**config.mk**
```make
export PLATFORM = sky130hd
export DESIGN_NAME = fifo_audio_drain_flat
export DESIGN_NICKNAME = d
export VERILOG_FILES = /design/src/rtl/fifo_audio_drain_pkg.sv /design/src/rtl/fifo_audio_drain_if.sv /design/src/rtl/fifo_audio_drain_sat_counter.sv /design/src/rtl/fifo_audio_drain.sv /design/src/flat_wrapper.sv
export SDC_FILE = /design/constraint.sdc
export NUM_CORES = 1
export LEC_CHECK = 0
export BUFFER_PORTS_ARGS = -buffer_cell sky130_fd_sc_hd__buf_4
export CAP_MARGIN = 20
export CELL_PAD_IN_SITES_DETAIL_PLACEMENT = 2
export CELL_PAD_IN_SITES_GLOBAL_PLACEMENT = 2
export CORE_MARGIN = 1
export CORE_UTILIZATION = 35
export CTS_BUF_LIST = sky130_fd_sc_hd__clkbuf_16
export DETAILED_ROUTE_END_ITERATION = 16
export GPL_TIMING_DRIVEN = 0
export HOLD_SLACK_MARGIN = 0.1
export PLACE_DENSITY_LB_ADDON = 0.1
export SYNTH_ARGS = -nofsm -noshare
export SYNTH_HDL_FRONTEND = slang
export SYNTH_HIERARCHICAL = 1
export SYNTH_SLANG_ARGS = --single-unit
```
**constraint.sdc**
```tcl
create_clock -name clk -period 5.7 [get_ports clk]
set_input_delay 0.57 -clock clk [delete_from_list [all_inputs] [get_ports clk]]
set_output_delay 0.57 -clock clk [all_outputs]
set_load 0.02 [all_outputs]
```
**src/rtl/fifo_audio_drain_pkg.sv**
```systemverilog
// Shared types and defaults for the audio FIFO drain: FSM state encoding and sample type.
package fifo_audio_drain_pkg;

    localparam int DATA_WIDTH_DEF = 24;
    localparam int CNT_WIDTH_DEF  = 16;

    typedef enum logic [1:0] {
        IDLE,
        FETCH_L,
        FETCH_R,
        SEND
    } drain_state_t;

    typedef logic [DATA_WIDTH_DEF-1:0] sample_t;

endpackage

```
**src/rtl/fifo_audio_drain_if.sv**
```systemverilog
// FIFO read side plus codec write side of the drain; master = drain, slave = FIFO/codec.
interface fifo_audio_drain_if #(
    parameter int DATA_WIDTH = 24
);
    logic                  fifo_empty;
    logic [DATA_WIDTH-1:0] fifo_r_data;
    logic                  fifo_rd;
    logic                  codec_write_ready;
    logic                  codec_write;
    logic [DATA_WIDTH-1:0] codec_left;
    logic [DATA_WIDTH-1:0] codec_right;

    // Pop: fifo_rd=1 while fifo_empty=0 consumes the head word. Write: codec_write=1 only
    // while codec_write_ready=1; the pair on codec_left/right is accepted that cycle.
    modport master (
        input  fifo_empty, fifo_r_data, codec_write_ready,
        output fifo_rd, codec_write, codec_left, codec_right
    );

    modport slave (
        output fifo_empty, fifo_r_data, codec_write_ready,
        input  fifo_rd, codec_write, codec_left, codec_right
    );

endinterface

```
**src/rtl/fifo_audio_drain_sat_counter.sv**
```systemverilog
// Saturating up-counter with asynchronous active-low clear; holds at all-ones.
module sat_counter #(
    parameter int WIDTH = 16
) (
    input  logic             i_clk,
    input  logic             i_rst_n,
    input  logic             i_inc,
    output logic [WIDTH-1:0] o_count
);
    localparam logic [WIDTH-1:0] ONE = {{(WIDTH-1){1'b0}}, 1'b1};

    logic [WIDTH-1:0] r_count;

    always_ff @(posedge i_clk or negedge i_rst_n) begin
        if (!i_rst_n) begin
            r_count <= '0;
        end else if (i_inc && (r_count != '1)) begin
            r_count <= r_count + ONE;
        end
    end

    assign o_count = r_count;

endmodule

```
**src/rtl/fifo_audio_drain.sv**
```systemverilog
// Pops left/right samples from a FWFT FIFO, writes stereo pairs to the codec and
// substitutes a fallback pair (counted) whenever the FIFO runs dry mid-fetch.
module fifo_audio_drain
    import fifo_audio_drain_pkg::*;
#(
    parameter int DATA_WIDTH  = DATA_WIDTH_DEF,
    parameter int CNT_WIDTH   = CNT_WIDTH_DEF,
    parameter int REPEAT_LAST = 1
) (
    input  logic                  clk,
    input  logic                  reset,
    input  logic                  enable,
    fifo_audio_drain_if.master    audio_bus,
    output logic [CNT_WIDTH-1:0]  underrun_cnt,
    output drain_state_t          o_dbg_state
);
    drain_state_t          r_state;
    drain_state_t          w_next_state;
    logic [DATA_WIDTH-1:0] r_left_q;
    logic [DATA_WIDTH-1:0] r_right_q;
    logic [DATA_WIDTH-1:0] r_last_l;
    logic [DATA_WIDTH-1:0] r_last_r;
    logic                  w_pop;
    logic                  w_underrun;
    logic                  w_send;

    always_ff @(posedge clk or negedge reset) begin
        if (!reset) begin
            r_state <= IDLE;
        end else begin
            r_state <= w_next_state;
        end
    end

    always_ff @(posedge clk or negedge reset) begin
        if (!reset) begin
            r_left_q  <= '0;
            r_right_q <= '0;
            r_last_l  <= '0;
            r_last_r  <= '0;
        end else begin
            if (w_pop && (r_state == FETCH_L)) r_left_q  <= audio_bus.fifo_r_data;
            if (w_pop && (r_state == FETCH_R)) r_right_q <= audio_bus.fifo_r_data;
            if (w_send) begin
                r_last_l <= r_left_q;
                r_last_r <= r_right_q;
            end
        end
    end

    // Disabling in FETCH_L abandons an empty pair; once a left word is held the pair completes.
    always_comb begin
        w_next_state = r_state;
        case (r_state)
            IDLE:    if (enable) w_next_state = FETCH_L;
            FETCH_L: begin
                if (!enable)                      w_next_state = IDLE;
                else if (!audio_bus.fifo_empty)   w_next_state = FETCH_R;
            end
            FETCH_R: if (!audio_bus.fifo_empty) w_next_state = SEND;
            SEND:    if (audio_bus.codec_write_ready) w_next_state = enable ? FETCH_L : IDLE;
            default: w_next_state = IDLE;
        endcase
    end

    always_comb begin
        w_pop      = 1'b0;
        w_underrun = 1'b0;
        w_send     = 1'b0;
        case (r_state)
            FETCH_L: begin
                if (enable) begin
                    w_pop      = !audio_bus.fifo_empty;
                    w_underrun = audio_bus.fifo_empty && audio_bus.codec_write_ready;
                end
            end
            FETCH_R: begin
                w_pop      = !audio_bus.fifo_empty;
                w_underrun = audio_bus.fifo_empty && audio_bus.codec_write_ready;
            end
            SEND:    w_send = audio_bus.codec_write_ready;
            default: ;
        endcase
    end

    always_comb begin
        audio_bus.fifo_rd     = w_pop;
        audio_bus.codec_write = w_underrun || w_send;
        audio_bus.codec_left  = r_left_q;
        audio_bus.codec_right = r_right_q;
        if (w_underrun) begin
            audio_bus.codec_left  = (REPEAT_LAST != 0) ? r_last_l : '0;
            audio_bus.codec_right = (REPEAT_LAST != 0) ? r_last_r : '0;
        end
    end

    sat_counter #(.WIDTH(CNT_WIDTH)) u_underrun_cnt (
        .i_clk   (clk),
        .i_rst_n (reset),
        .i_inc   (w_underrun),
        .o_count (underrun_cnt)
    );

    assign o_dbg_state = r_state;

endmodule

```
**src/flat_wrapper.sv**
```systemverilog
// flat-port wrapper written by rule: the top's interface ports become plain ports
module fifo_audio_drain_flat import fifo_audio_drain_pkg::*;
#(
    parameter int DATA_WIDTH  = DATA_WIDTH_DEF,
    parameter int CNT_WIDTH   = CNT_WIDTH_DEF,
    parameter int REPEAT_LAST = 1
)
  (clk, reset, enable, underrun_cnt, o_dbg_state, audio_bus_fifo_empty, audio_bus_fifo_r_data, audio_bus_codec_write_ready, audio_bus_fifo_rd, audio_bus_codec_write, audio_bus_codec_left, audio_bus_codec_right);
  fifo_audio_drain_if #(.DATA_WIDTH(DATA_WIDTH)) audio_bus_i ();
  input  logic clk;
  input  logic reset;
  input  logic enable;
  output logic [CNT_WIDTH-1:0] underrun_cnt;
  output drain_state_t o_dbg_state;
  input wire logic [$bits(audio_bus_i.fifo_empty)-1:0] audio_bus_fifo_empty;
  input wire logic [$bits(audio_bus_i.fifo_r_data)-1:0] audio_bus_fifo_r_data;
  input wire logic [$bits(audio_bus_i.codec_write_ready)-1:0] audio_bus_codec_write_ready;
  output wire logic [$bits(audio_bus_i.fifo_rd)-1:0] audio_bus_fifo_rd;
  output wire logic [$bits(audio_bus_i.codec_write)-1:0] audio_bus_codec_write;
  output wire logic [$bits(audio_bus_i.codec_left)-1:0] audio_bus_codec_left;
  output wire logic [$bits(audio_bus_i.codec_right)-1:0] audio_bus_codec_right;
  assign audio_bus_i.fifo_empty = audio_bus_fifo_empty;
  assign audio_bus_i.fifo_r_data = audio_bus_fifo_r_data;
  assign audio_bus_i.codec_write_ready = audio_bus_codec_write_ready;
  assign audio_bus_fifo_rd = audio_bus_i.fifo_rd;
  assign audio_bus_codec_write = audio_bus_i.codec_write;
  assign audio_bus_codec_left = audio_bus_i.codec_left;
  assign audio_bus_codec_right = audio_bus_i.codec_right;
  fifo_audio_drain #(.DATA_WIDTH(DATA_WIDTH), .CNT_WIDTH(CNT_WIDTH), .REPEAT_LAST(REPEAT_LAST)) u_core (.clk(clk), .reset(reset), .enable(enable), .audio_bus(audio_bus_i), .underrun_cnt(underrun_cnt), .o_dbg_state(o_dbg_state));
endmodule
```
==> results.md, run 1 <==
### Die
- **Die X-Extent** 125 µm
- **Top-Level Pins** 97
- **Initial Utilization** 0.360
- **Rows** 44
- **full die area** 15600 µm²
- **die boundary height** 125 µm
- **core region area** 14600 µm²

### GRT
- **vias in the first global route** 3829
- **Overflow after GRT** 0
- **overall routing resource usage** 0.181
- **pin count of the biggest net entering global routing** 78
- **number of antenna violations at the first check in global routing** 0
- **wire length of the first global-routing pass** 21300 µm

### Critical path
- **CP bufs+invs** 3
- **worst path required time** 5130 ps
- **critical path class** reg -> out
- **cell type of the slowest stage on the worst timing path** dfrtp_1
- **Top Family by Delay on Critical Path** buffers and inverters
- **CP Launch Type** register
- **Worst Reg-to-Reg Cells** 9
- **peak fanout along the critical path** 14
- **register-to-register path setup slack** 3220 ps
- **delay of the slowest cell on the worst path** 420 ps
- **Reg2Reg Capture Point** u_core/u_underrun_cnt/o_count[5]
- **Cell Chain, Critical Path** inv_1, ha_1, a21oi_2, nor3_4, buf_6, mux2_2, buf_4
- **data arrival at the endpoint of the critical path** 2550 ps
- **endpoint type of the worst setup path** output pin

### Clocking
- **CTS root buffer** clkbuf_16
- **maximum number of buffers from clock root to sink** 2
- **TritonCTS clock tree** done
- **clock insertion delay at the later pin of the skew report** 410 ps
- **PostCTS Resize Cnt** 0
- **maximum level of the CTS H-tree** 4
- **number of buffers inserted during clock tree synthesis** 17
- **Clock Sinks** 114
- **clock input transition at the sequential cells of the worst setup and hold paths** 50 ps

### Detailed routing
- **first-iteration detailed-routing DRC count** 128
- **number of optimization iterations in the first detailed-route pass** 10
- **Detailed Route WL** 12900 µm
- **Routed wire per std cell** 19.2 µm
- **number of vias in the routed layout** 3383
- **Remaining DRCs** 10
- **post-DR vias/cell** 5.05
- **number of antenna-violating nets in the routed design** 0

### Power
- **power density over the cells** 559 nW/µm²
- **Power Total** 3.83 mW
- **maximum resistive drop on vdd** 0.289 mV
- **Leak Pwr** 3.24 nW

### STA
- **post-route clock skew** 5.65 ps
- **worst slack on hold paths** 382 ps
- **count of pins over their slew limit** 0
- **maximum achievable frequency** 320 MHz
- **setup_tns** 0 ps
- **headroom to the max-slew limit** 0.722
- **worst slew pin tran** 417 ps
- **number of failing hold endpoints at the final stage** 0
- **unrepaired setup endpoints after global routing** no
- **final setup fails** 0
- **fin crit share** 0.548
- **Final min period** 3120 ps

### Hold path
- **Min-Delay Path Class** in -> reg
- **Worst Min Path Start** audio_bus_fifo_r_data[8]
- **number of cells on the worst hold path** 2
- **WHS Endpoint** u_core/r_left_q[8]

### Synthesis
- **dominant register cell in the synthesized netlist** dfrtp_1
- **async set or reset register ratio after synthesis** 1.00
- **post-synthesis register bit count** 114
- **count of flip-flops with a built-in enable after synthesis** 0
- **average size of a mapped cell** 14.8 µm²
- **fraction of the yosys area taken by sequential cells** 0.541
- **post-synthesis cell count** 356
- **Post-Synthesis Cell Area** 5270 µm²
- **number of library cell types mapped by synthesis** 43
- **YS warnings** 6
- **number of nets in the synthesized netlist** 392

### Final layout
- **commonest non-fill, non-tap cells in the layout** 139 x mux2_2, 114 x dfrtp_1, 97 x buf_4, 17 x clkbuf_16
- **most common cell after layout, fill and taps aside** mux2_2
- **nets@finish** 509
- **fraction of layout instances using a drive strength above 1** 0.607
- **Ant. Diodes** 0
- **relative area change from synthesis to final layout** 30.0%
- **# fillers** 1441

### Outcome
- **violated checks** design-rule violations
- **status** finished, violations left

### Placement
- **Buffers on Ports** 96
- **Detailed Place HPWL** 8650 µm
- **routability congestion estimate** 0.692

### Flow run
- **number of max-cap violations** 0

flip-flops by register name (all words and copies together) (netlist names), named ones only:
signal / flops
u_core/r_left_q: 24
u_core/r_last_l: 24
u_core/r_right_q: 24
u_core/r_last_r: 24
u_core/o_dbg_state: 1
u_core/u_underrun_cnt/o_count: 16
layout make-up:
class | count | area [µm²] | area share
flip-flops and latches | 114 | 2850 | 0.416
clock inverters | 15 | 166 | 0.0243
well taps | 184 | 230 | 0.0336
multi-input cells | 225 | 2300 | 0.336
clock buffers | 17 | 425 | 0.0620
plain buffers | 14 | 106 | 0.0155
repair buffers | 98 | 762 | 0.111
inverters | 3 | 11.3 | 0.00164
per-stage QoR:
stage	util	setup slack [ps]	cells	area, µm²
after detailed placement	0.427	2980	637	6260
after CTS	0.468	2520	670	6860
after global placement	0.425	3010	636	6220
final	0.468	2580	670	6860
after floorplan	-	3270	356	5270
after global routing	0.468	2400	670	6860
worst register-to-register path, delay by kind of cell, from the launching register on:
family / cells / cell delay (ps)
adder cells (fa/ha/maj): 1 / 270
buffers and inverters: 2 / 430
AO/OA/AOI/OAI: 3 / 320
AND/OR/NAND/NOR: 3 / 940
flip-flops: 1 / 420
cell usage after synthesis (2+ instances only):
master,count,area share
a21oi_1,4,0.0038
a31oi_1,3,0.0036
and3_1,2,0.0024
buf_2,7,0.0066
buf_4,2,0.0028
buf_6,5,0.011
dfrtp_1,114,0.54
ha_1,7,0.017
inv_1,3,0.0021
mux2_1,6,0.013
mux2_2,139,0.30
nand2_1,8,0.0057
nand2b_1,3,0.0036
nand3_1,5,0.0047
nand4_1,8,0.0095
nor2_1,2,0.0014
nor4_4,2,0.0081
o2111ai_1,2,0.0033
o21a_1,5,0.0071
xnor2_1,5,0.0083
xor2_1,2,0.0033
routing by layer:
layer,wire (µm),track usage,vias up
li1,-,-,1543
met1,5840,0.232,1765
met2,6260,0.288,65
met3,625,0.0563,10
met4,137,0.0588,0
met5,0,0,-
worst max path at each step:
stage                                      endpoint  depth (start not counted)  slack, ps
after floorplan           audio_bus_codec_right[15]                          6       3270
after global placement    audio_bus_codec_right[15]                          7       3010
after detailed placement  audio_bus_codec_right[15]                          7       2980
after CTS                 audio_bus_codec_right[15]                          7       2520
after global routing      audio_bus_codec_right[15]                          7       2400
final                     audio_bus_codec_right[15]                          7       2580
timing repair:
item,4_1_cts,5_1_grt
hold buffers,1,0
buffers inserted,0,0
endpoints found under the hold margin,37,0
where the power goes:
part	internal [mW]	leakage [nW]	switching, mW
clock network	0.682	0.282	0.390
logic	0.752	1.52	0.665
registers	1.14	1.44	0.208
cells by family after synthesis:
| logic type | synth area share |
|---|---|
| AO/OA/AOI/OAI | 0.0306 |
| XOR/XNOR | 0.0116 |
| adder cells (fa/ha/maj) | 0.0166 |
| buffers and inverters | 0.0223 |
| flip-flops | 0.541 |
| multiplexers | 0.312 |
| AND/OR/NAND/NOR | 0.0664 |
No activity file was read; power rests on OpenSTA's default activity.
==> run 2: changes to the inputs <==
ABC_AREA = 1   (was default)
CORE_UTILIZATION = 30   (was 35)
clock period = 2.85 ns   (was 5.7 ns; I/O delays follow)
==> results.md, run 2 <==
### Synthesis
- **number of library cell types mapped by synthesis** 24, -44%
- **fraction of post-synthesis cell area in the top cell type by area** 0.517, -0.0236
- **number of nets in the synthesized netlist** 666, +70%
- **cell type with the largest total area after synthesis** dfrtp_1
- **leading cell types by total area after synthesis** dfrtp_1 52%, nand2_1 19%, mux2_2 9.8%, o21ai_0 4.7%, inv_1 3.0%
- **YS warnings** 6, unchanged
- **async set or reset register ratio after synthesis** 1.00, unchanged
- **average size of a mapped cell** 8.75 µm², -41%
- **count leader, synth** nand2_1
- **count of flip-flops with a built-in enable after synthesis** 0, unchanged
- **Commonest cells post-synth** 276 x nand2_1, 114 x dfrtp_1, 52 x o21ai_0, 48 x mux2_2, 44 x inv_1
- **post-synthesis register bit count** 114, unchanged
- **post-synthesis cell count** 630, +77%
- **Post-Synthesis Cell Area** 5510 µm², +4.6%
- **fraction of the yosys area taken by sequential cells** 0.517, -0.0236
- **dominant register cell in the synthesized netlist** dfrtp_1

### GRT
- **Overflow after GRT** 0, unchanged
- **vias in the first global route** 5210, +36%
- **number of antenna violations at the first check in global routing** 0, unchanged
- **overall routing resource usage** 0.196, +0.0158
- **wire length of the first global-routing pass** 27600 µm, +30%
- **pin count of the biggest net entering global routing** 63, -19%

### Outcome
- **status** finished clean

### Power
- **net switching power** 2.91 mW, +130%
- **power density over the cells** 1080 nW/µm², +93%
- **share of total power in combinational logic** 0.369, about the same
- **net switching share of the total power** 0.375, +0.0455
- **internal power component** 4.85 mW, +89%
- **power share of the clock group** 0.277, -0.003
- **maximum resistive drop on vdd** 0.490 mV, +70%
- **sequential cell fraction of total power** 0.354, +0.003
- **Leak Pwr** 3.78 nW, +17%

### Detailed routing
- **post-DR vias/cell** 4.78, -5.3%
- **number of vias in the routed layout** 4728, +40%
- **number of antenna-violating nets in the routed design** 0, unchanged
- **Detailed Route WL** 17300 µm, +34%
- **Remaining DRCs** 0, -10
- **Routed wire per std cell** 17.5 µm, -9.0%
- **first-iteration detailed-routing DRC count** 115, -10%
- **number of optimization iterations in the first detailed-route pass** 4, -6

### STA
- **unrepaired setup endpoints after global routing** yes
- **number of failing hold endpoints at the final stage** 0, unchanged
- **final setup fails** 0, unchanged
- **count of pins over their slew limit** 0, unchanged
- **worst path setup slack after routing** 165 ps, -2410 ps
- **Final min period** 2680 ps
- **worst slew pin tran** 590 ps, +174 ps
- **maximum achievable frequency** 372 MHz
- **fin crit share** 0.942
- **headroom to the max-slew limit** 0.607, -0.116
- **post-route clock skew** 6.56 ps, +0.911 ps

### Die
- **core region area** 18000 µm², +23%
- **Rows** 49, +11%
- **full die area** 18900 µm², +22%
- **Top-Level Pins** 97, unchanged
- **Initial Utilization** 0.307, -0.0532
- **Die X-Extent** 138 µm, +10%
- **die boundary height** 138 µm, +10%

### Critical path
- **CP Launch Type** register
- **endpoint type of the worst setup path** output pin
- **critical path class** reg -> out
- **Reg2Reg Capture Point** u_core/u_underrun_cnt/o_count[1]
- **peak fanout along the critical path** 10, -4
- **Worst Reg-to-Reg Cells** 12, +3
- **worst path required time** 2570 ps, -2560 ps
- **origin of the critical flop-to-flop path** u_core/o_dbg_state[0]
- **register-to-register path setup slack** 560 ps, -2660 ps
- **data arrival at the endpoint of the critical path** 2400 ps, -150 ps

### Hold path
- **WHS Endpoint** u_core/r_right_q[14]
- **Min-Delay Path Class** in -> reg
- **Worst Min Path Start** audio_bus_fifo_r_data[14]
- **number of cells on the worst hold path** 3, +1

### Placement
- **Detailed Place HPWL** 12600 µm, +45%
- **dpl ws** 188 ps, -2790 ps
- **Buffers on Ports** 96, unchanged
- **routability congestion estimate** 0.767, +11%
- **Placement Cell Area** 6550 µm², +4.7%

### Clocking
- **maximum number of buffers from clock root to sink** 2, unchanged
- **CTS root buffer** clkbuf_16
- **number of buffers inserted during clock tree synthesis** 17, unchanged
- **setup bufs post-CTS** 0, unchanged
- **Clock Sinks** 114, unchanged
- **clock insertion delay at the later pin of the skew report** 410 ps, about the same
- **TritonCTS clock tree** done
- **maximum level of the CTS H-tree** 4, unchanged
- **clock input transition at the sequential cells of the worst setup and hold paths** 60 ps, about the same

### Final layout
- **most common cell after layout, fill and taps aside** nand2_1
- **commonest non-fill, non-tap cells in the layout** 276 x nand2_1, 112 x dfrtp_1, 99 x buf_4, 52 x o21ai_0, 48 x mux2_2
- **fraction of layout instances using a drive strength above 1** 0.286, -0.321
- **fin area** 7170 µm², +4.6%
- **relative area change from synthesis to final layout** 30.1%, about the same
- **nets@finish** 783, +54%
- **Ant. Diodes** 0, unchanged

### Flow run
- **number of max-cap violations** 0, unchanged

## run 2: cell count changes in the layout (fill, tap and decap cells not counted), sizes merged, moves of 7 or more
cell / change
nor2: +21
clkbuf: +7
mux2: -97
o21ai: +57
nand2: +272
inv: +43
## run 2: worst max path at each step
stage                          start                                 to  slack (ps)
2_1_floorplan  u_core/o_dbg_state[0]  u_core/u_underrun_cnt/o_count[15]         620
3_3_place_gp   u_core/o_dbg_state[0]   u_core/u_underrun_cnt/o_count[6]         250
3_5_place_dp   u_core/o_dbg_state[0]  u_core/u_underrun_cnt/o_count[15]         190
4_1_cts        u_core/o_dbg_state[0]           audio_bus_codec_right[6]          10
5_1_grt        u_core/o_dbg_state[0]           audio_bus_codec_right[6]          -6
6_report       u_core/o_dbg_state[0]           audio_bus_codec_right[6]         170
## run 2: final cells by class
type | count | area, µm²
plain buffers | 27 | 196
repair buffers | 98 | 762
flip-flops and latches | 114 | 2860
multi-input cells | 443 | 2310
well taps | 229 | 287
clock inverters | 15 | 166
clock buffers | 17 | 425
fillers | 2014 | 10800
inverters | 46 | 173
## run 2: timing repair
| action | 4_1_cts | 5_1_grt |
|---|---|---|
| hold endpoints to repair | 52 | 0 |
| endpoints found under the setup margin | 39 | 39 |
| resized for setup | 3 | 8 |
| hold buffers | 1 | 0 |
## run 2: through the flow
step / instances / hold slack [ps] / power (mW) / setup TNS [ps] / util
after global placement: 955 / 488 / 5.46 / 0 / 0.363
after detailed placement: 956 / 288 / 5.65 / 0 / 0.365
final: 989 / 154 / 7.76 / 0 / 0.399
after floorplan: 630 / -10.6 / 4.37 / 0 / -
after CTS: 989 / 140 / 7.87 / 0 / 0.399
after global routing: 989 / 165 / 8.27 / -6.06 / 0.399
## run 2: power by group through the flow
stage | clock, mW | combinational (mW) | sequential, mW
after floorplan | 0 | 1.70 | 2.67
after global placement | 0 | 2.76 | 2.71
after detailed placement | 0 | 2.88 | 2.77
after CTS | 2.20 | 2.92 | 2.76
after global routing | 2.27 | 3.16 | 2.84
final | 2.15 | 2.86 | 2.75
## run 2: kinds of logic (layout without fill, tap and decap cells)
family                     after synthesis  count (layout)  synth area share
muxes                                   48              48            0.0980
and+or+nand+nor                        324             324             0.239
adders and majority gates                7               7            0.0159
buffers and inverters                   73             203            0.0658
AOI/OAI and AO/OA                       58              58            0.0540
DFF                                    114             114             0.517
xor gates and xnor gates                 6               6           0.00953
## run 2: critical path: stages (launching register included)
cell and delay (ps):
dfrtp_2 460, inv_1 170, ha_2 240, inv_1 60, nand2_1 130, nand3b_4 150, inv_2 120, buf_6 150
buf_6 170, nand2_1 70, nand2_1 110, buf_4 160
## run 2: routing by layer
metal | global-route usage | wire [µm]
met1 | 0.255 | 7870
met2 | 0.332 | 8750
met3 | 0.0309 | 428
met4 | 0.0641 | 217
met5 | 0 | 0
